$ cat src/rtl/dff_pkg.sv
// Shared defaults and width helpers for the valid/ready register pipeline.
package dff_pkg;

    localparam int DFF_WIDTH = 8;
    localparam int DFF_DEPTH = 4;

    // Bits needed to count 0..depth valid stages.
    function automatic int cnt_w(input int depth);
        return (depth < 1) ? 1 : $clog2(depth + 1);
    endfunction

endpackage

$ cat src/rtl/dff_pipe_if.sv
// Valid/ready stream bundle between an upstream driver, the pipeline and a downstream sink.
interface dff_pipe_if
    import dff_pkg::*;
#(
    parameter int WIDTH = DFF_WIDTH,
    parameter int DEPTH = DFF_DEPTH
) (
    input logic clk
);

    localparam int CW = cnt_w(DEPTH);

    logic             flush;
    logic             in_valid;
    logic [WIDTH-1:0] in_data;
    logic             in_ready;
    logic             out_valid;
    logic [WIDTH-1:0] out_data;
    logic             out_ready;
    logic [CW-1:0]    count;

    modport master (
        input  clk,
        output flush, in_valid, in_data, out_ready,
        input  in_ready, out_valid, out_data, count
    );

    modport slave (
        input  flush, in_valid, in_data, out_ready,
        output in_ready, out_valid, out_data, count
    );

    // Edge-aligned views of the handshake for driver and monitor code.
    

    

endinterface

$ cat src/rtl/dff_pipe_stage.sv
// One pipeline slot: data and valid register with load enable, clear and async reset.
module dff_pipe_stage
    import dff_pkg::*;
#(
    parameter int               WIDTH     = DFF_WIDTH,
    parameter logic [WIDTH-1:0] RESET_VAL = '0
) (
    input  logic             clk,
    input  logic             rst,
    input  logic             load,
    input  logic             clear,
    input  logic [WIDTH-1:0] d,
    input  logic             v_in,
    output logic [WIDTH-1:0] q,
    output logic             v
);

    // Clear drops only the valid bit; the data word keeps its last value.
    always_ff @(posedge clk or posedge rst) begin
        if (rst) begin
            q <= RESET_VAL;
            v <= 1'b0;
        end else begin
            if (clear) begin
                v <= 1'b0;
            end else if (load) begin
                v <= v_in;
            end
            if (load && !clear) begin
                q <= d;
            end
        end
    end

endmodule

$ cat src/rtl/dff_pipe.sv
// Elastic register pipeline: DEPTH valid/ready stages with bubble collapse, flush and occupancy count.
module dff_pipe
    import dff_pkg::*;
#(
    parameter int               WIDTH     = DFF_WIDTH,
    parameter int               DEPTH     = DFF_DEPTH,
    parameter logic [WIDTH-1:0] RESET_VAL = '0
) (
    input  logic     clk,
    input  logic     rst,
    dff_pipe_if.slave bus
);

    localparam int CW = cnt_w(DEPTH);

    logic [WIDTH-1:0] stage_data [DEPTH];
    logic [WIDTH-1:0] up_data    [DEPTH];
    logic [DEPTH-1:0] stage_vld;
    logic [DEPTH-1:0] up_vld;
    logic [DEPTH-1:0] ready;
    logic [DEPTH-1:0] load;
    logic             rdy_acc;
    logic             in_fire;
    logic             out_fire;
    logic [CW-1:0]    count_q;

    // A stage can take new data if it is empty or anything downstream of it is.
    always_comb begin
        ready   = '0;
        rdy_acc = bus.out_ready;
        for (int i = DEPTH - 1; i >= 0; i--) begin
            rdy_acc  = rdy_acc | ~stage_vld[i];
            ready[i] = rdy_acc;
        end
    end

    assign load         = ready & {DEPTH{~bus.flush}};
    assign bus.in_ready = ready[0] & ~bus.flush & ~rst;

    assign up_data[0] = bus.in_data;
    assign up_vld[0]  = bus.in_valid;

    genvar g;
    generate
        for (g = 0; g < DEPTH; g++) begin : g_stage
            if (g > 0) begin : g_link
                assign up_data[g] = stage_data[g-1];
                assign up_vld[g]  = stage_vld[g-1];
            end

            dff_pipe_stage #(
                .WIDTH     (WIDTH),
                .RESET_VAL (RESET_VAL)
            ) u_stage (
                .clk   (clk),
                .rst   (rst),
                .load  (load[g]),
                .clear (bus.flush),
                .d     (up_data[g]),
                .v_in  (up_vld[g]),
                .q     (stage_data[g]),
                .v     (stage_vld[g])
            );
        end
    endgenerate

    assign bus.out_valid = stage_vld[DEPTH-1];
    assign bus.out_data  = stage_data[DEPTH-1];

    assign in_fire  = bus.in_valid & bus.in_ready;
    assign out_fire = bus.out_valid & bus.out_ready;

    // Occupancy tracks transfers, so it always equals the number of valid stages.
    always_ff @(posedge clk or posedge rst) begin
        if (rst) begin
            count_q <= '0;
        end else if (bus.flush) begin
            count_q <= '0;
        end else if (in_fire && !out_fire) begin
            count_q <= count_q + CW'(1);
        end else if (!in_fire && out_fire) begin
            count_q <= count_q - CW'(1);
        end
    end

    assign bus.count = count_q;

endmodule

$ cat src/flat_wrapper.sv
// flat-port wrapper written by rule: the top's interface ports become plain ports
module dff_pipe_flat import dff_pkg::*;
#(
    parameter int               WIDTH     = DFF_WIDTH,
    parameter int               DEPTH     = DFF_DEPTH,
    parameter logic [WIDTH-1:0] RESET_VAL = '0
)
  (clk, rst, bus_flush, bus_in_valid, bus_in_data, bus_out_ready, bus_in_ready, bus_out_valid, bus_out_data, bus_count);
  dff_pipe_if #(.WIDTH(WIDTH), .DEPTH(DEPTH)) bus_i (.clk(clk));
  input  logic clk;
  input  logic rst;
  input wire logic [$bits(bus_i.flush)-1:0] bus_flush;
  input wire logic [$bits(bus_i.in_valid)-1:0] bus_in_valid;
  input wire logic [$bits(bus_i.in_data)-1:0] bus_in_data;
  input wire logic [$bits(bus_i.out_ready)-1:0] bus_out_ready;
  output wire logic [$bits(bus_i.in_ready)-1:0] bus_in_ready;
  output wire logic [$bits(bus_i.out_valid)-1:0] bus_out_valid;
  output wire logic [$bits(bus_i.out_data)-1:0] bus_out_data;
  output wire logic [$bits(bus_i.count)-1:0] bus_count;
  assign bus_i.flush = bus_flush;
  assign bus_i.in_valid = bus_in_valid;
  assign bus_i.in_data = bus_in_data;
  assign bus_i.out_ready = bus_out_ready;
  assign bus_in_ready = bus_i.in_ready;
  assign bus_out_valid = bus_i.out_valid;
  assign bus_out_data = bus_i.out_data;
  assign bus_count = bus_i.count;
  dff_pipe #(.WIDTH(WIDTH), .DEPTH(DEPTH), .RESET_VAL(RESET_VAL)) u_core (.clk(clk), .rst(rst), .bus(bus_i));
endmodule
$ cat config.mk
export PLATFORM = sky130hd
export DESIGN_NAME = dff_pipe_flat
export DESIGN_NICKNAME = d
export VERILOG_FILES = /design/src/rtl/dff_pkg.sv /design/src/rtl/dff_pipe_if.sv /design/src/rtl/dff_pipe_stage.sv /design/src/rtl/dff_pipe.sv /design/src/flat_wrapper.sv
export SDC_FILE = /design/constraint.sdc
export NUM_CORES = 1
export LEC_CHECK = 0
export ABC_CLOCK_PERIOD_IN_PS = 3200
export CAP_MARGIN = 0
export CORE_ASPECT_RATIO = 0.8
export CORE_MARGIN = 4
export CORE_UTILIZATION = 55
export DETAILED_ROUTE_END_ITERATION = 7
export PLACE_DENSITY_LB_ADDON = 0.25
export SLEW_MARGIN = 20
export SYNTH_ARGS = -nofsm -noshare
export SYNTH_HDL_FRONTEND = slang
export SYNTH_SLANG_ARGS = --single-unit
$ cat constraint.sdc
create_clock -name clk -period 3.2 [get_ports clk]
set_input_delay 0.64 -clock clk [delete_from_list [all_inputs] [get_ports clk]]
set_output_delay 0.64 -clock clk [all_outputs]
set_load 0.005 [all_outputs]
==> metrics.yaml, run 1 <==
grt:
  gr-max-usage-layer: "met2"
  grt_pass1_wl_um: 4840
  grt.overflow.total: 0
  grt_pass1_vias: 1015
  grt_use_met2_pct: 29.1
  grt_max_degree: 40
  grt_use_met3_pct: 6.87
  grt_util_all_layers_pct: 17.7
  met1_usage_pct: 20.9
  antenna_found_initial: 0
worst_setup_path:
  max_stage_delay_ns: 0.56
  cp-end-kind: "output port"
  reg2reg_from: "u_core.g_stage[3].u_stage.v$_DFFE_PP0P_"
  cp-start-kind: "input pin"
  cpMostUsedCell: "clkdlybuf4s50_1"
  r2r_slack_ns: 1.08
  crit_chain: "clkdlybuf4s50_1, and4b_1, a21oi_2, and2_1, clkdlybuf4s50_1"
  crit_required_ns: 2.56
  cpLargestDelayFamily: "buffers and inverters"
  cp_num_buf_inv: 2
  slowest_stage: "clkdlybuf4s50_1"
  cp_max_fo: 4
  arrival_ns: 2.28
  startpoint: "bus_out_ready"
  worstSetupPathType: "in -> out"
place:
  hpwl_um: 2050
  gp_congestion: 0.698
  numPortBuffers: 25
synth:
  synth.area.top_cells: "dfrtp_1 (62%), mux2_2 (23%), nor2_1 (2.1%)"
  synthCells: 106
  syn-cell-area_mm2: 0.00158
  synth_fp_nets: 120
  avgSynthCellArea_um2: 14.9
  yosys.area.top_type: "dfrtp_1"
  yosys_warnings: 0
  ys_seq_area_share_pct: 61.9
  ys_seq_elements: 39
  synth_top_area_share_pct: 61.9
  ys_types: 23
final_layout:
  n_antenna_cell: 0
  fillers: 193
  final_nets: 155
  drive_above_1_share_pct: 34.5
  syn_to_final_growth_pct: 24.8
timing:
  worst_pin_slew_ns: 0.529
  setup_viol: 0
  fin_skew_ns: 0.00404
  rsz0062_at_grt: "no"
  hold_viol: 0
  setup-tns-final_ns: 0
  slew_viol_final: 0
  hold_ws_ns: 0.512
  period_needed_ns: 2.92
  fmax_ghz: 0.342
  relSlewSlack_pct: 64.7
  timing.final.crit_share_pct: 91.3
power_and_ir_drop:
  ir_drop_uv: 364
  powerDensity_mw_per_mm2: 549
  p_leak_nw: 0.849
die:
  num_rows: 17
  coreArea_mm2: 0.00274
  die_h_um: 55.9
  die_x_um: 67.9
  die_area_mm2: 0.00379
  ios: 26
  start_util_pct: 57.5
route:
  dr.pass1.iters: 4
  remaining_drc_errors: 0
  vias: 944
  drt_iter0_drc: 40
  post_drt_via_cell_ratio: 5.24
  ant_nets: 0
  drt_wl_total_um: 2790
  wl_per_cell_um: 15.5
status:
  status: "finished, final reports clean"
worst_hold_path:
  hp-class: "reg -> reg"
  min_from: "u_core.g_stage[2].u_stage.q[1]$_DFFE_PP0P_"
clocking:
  clkSlewWorstSetupHoldPaths_ns: 0.11
  clk_latency_ns: 0.34
  clock-root-buffer: "clkbuf_4"
  cts_made_buffers: 5
  cts.repair.resized: 0
  htreeDepth: 2
  cts.hold.buffers_added: 0
  clock_sinks: 39
  clock_path_buffers: 2
  cts_setup_buffers: 0
  tritoncts: "yes"
flow_run:
  max-cap-violations: 0
-- synthesized netlist by cell type --
cell / count
dfrtp_1: 39
mux2_2: 32
nor2_1: 9
inv_1: 3
a21oi_1: 2
a21oi_2: 2
nor2b_1: 2
o21ai_0: 2
a221oi_4: 1
and2_1: 1
and3_1: 1
and4b_1: 1
buf_6: 1
clkbuf_1: 1
clkbuf_2: 1
fa_1: 1
mux2_1: 1
mux2i_1: 1
nor2_2: 1
nor3_1: 1
nor3b_1: 1
o41ai_1: 1
or3b_1: 1
-- state kept, by name, summed over array words and instances (netlist names) --
name	flops
u_core.g_stage.u_stage.v	4
u_core.g_stage.u_stage.q	32
u_core.bus.count	3
-- power by group --
group          leakage [nW]  internal (mW)  total, mW  switching (mW)
Clock                0.0386          0.129      0.284           0.154
Combinational         0.340          0.129      0.190          0.0615
Sequential            0.471          0.567      0.608          0.0409
Total                 0.849          0.825       1.08           0.257
-- routing by layer --
metal	up-vias	share of wire, %
met4	0	1.6
met1	479	43
met2	19	51
met5	-	0
met3	5	4.0
li1	441	-
-- cells by family after synthesis --
family	count (synthesis)	synth area share (%)
and+or+nand+nor	18	6.11
DFF	39	61.9
adders and majority gates	1	1.27
AOI/OAI and AO/OA	8	4.60
buffers and inverters	6	1.98
muxes	34	24.2
-- metrics by stage --
| step | power (mW) | cells | instance area, um2 | utilization, % | setup slack, ns |
|---|---|---|---|---|---|
| final | 1.08 | 180 | 1970 | 71.8 | 0.277 |
| after global routing | 1.14 | 180 | 1970 | 71.8 | 0.216 |
| after CTS | 1.09 | 180 | 1970 | 71.8 | 0.263 |
| after detailed placement | 0.812 | 172 | 1900 | 69.3 | 0.266 |
| after global placement | 0.797 | 172 | 1900 | 69.3 | 0.279 |
| after floorplan | 0.705 | 106 | 1580 | - | 0.839 |
-- path summary, 6_finish.rpt --
check                                                                  end  depth (start not counted)
min in group asynchronous          u_core.g_stage[0].u_stage.v$_DFFE_PP0P_                          3
worst min-delay path            u_core.g_stage[3].u_stage.q[1]$_DFFE_PP0P_                          1
worst min register to register  u_core.g_stage[3].u_stage.q[1]$_DFFE_PP0P_                          1
worst max register to register             u_core.bus.count[2]$_DFFE_PP0P_                          6
worst max-delay path                                          bus_in_ready                          5
max in group asynchronous       u_core.g_stage[3].u_stage.q[6]$_DFFE_PP0P_                          3
-- layout make-up --
cell class	count	area [um2]	area share, %
Inverter	3	11.3	0.572
Tap cell	38	47.5	2.41
Multi-Input combinational cell	61	571	29.0
Timing Repair Buffer	31	295	15.0
Sequential cell	39	976	49.6
Clock buffer	8	68.8	3.49
-- layout by cell type, fill, tap and decap left out, types with 2 or more instances in the layout --
master	netlist	final
a21oi_1	2	2
o21ai_0	2	2
mux2_2	32	32
a21oi_2	2	2
buf_4	0	6
dfrtp_1	39	39
clkbuf_4	0	5
clkdlybuf4s50_1	0	25
inv_1	3	3
nor2_1	9	9
clkbuf_8	0	2
nor2b_1	2	2
No activity file was read; power rests on OpenSTA's default activity.
==> run 2, diff against run 1 <==
--- a/config.mk
+++ b/config.mk
@@ -10,6 +10,7 @@
 export CORE_ASPECT_RATIO = 0.8
 export CORE_MARGIN = 4
 export CORE_UTILIZATION = 55
+export CTS_CLUSTER_DIAMETER = 30
 export DETAILED_ROUTE_END_ITERATION = 7
 export PLACE_DENSITY_LB_ADDON = 0.25
 export SLEW_MARGIN = 20
==> results of run 2 <==
No change in the layout: final DEF, timing and power equal those of run 1.
==> run 3, diff against run 2 <==
--- a/config.mk
+++ b/config.mk
@@ -11,6 +11,7 @@
 export CORE_MARGIN = 4
 export CORE_UTILIZATION = 55
 export CTS_CLUSTER_DIAMETER = 30
+export CTS_CLUSTER_SIZE = 25
 export DETAILED_ROUTE_END_ITERATION = 7
 export PLACE_DENSITY_LB_ADDON = 0.25
 export SLEW_MARGIN = 20
==> results of run 3 <==
No change in the layout: final DEF, timing and power equal those of run 1.
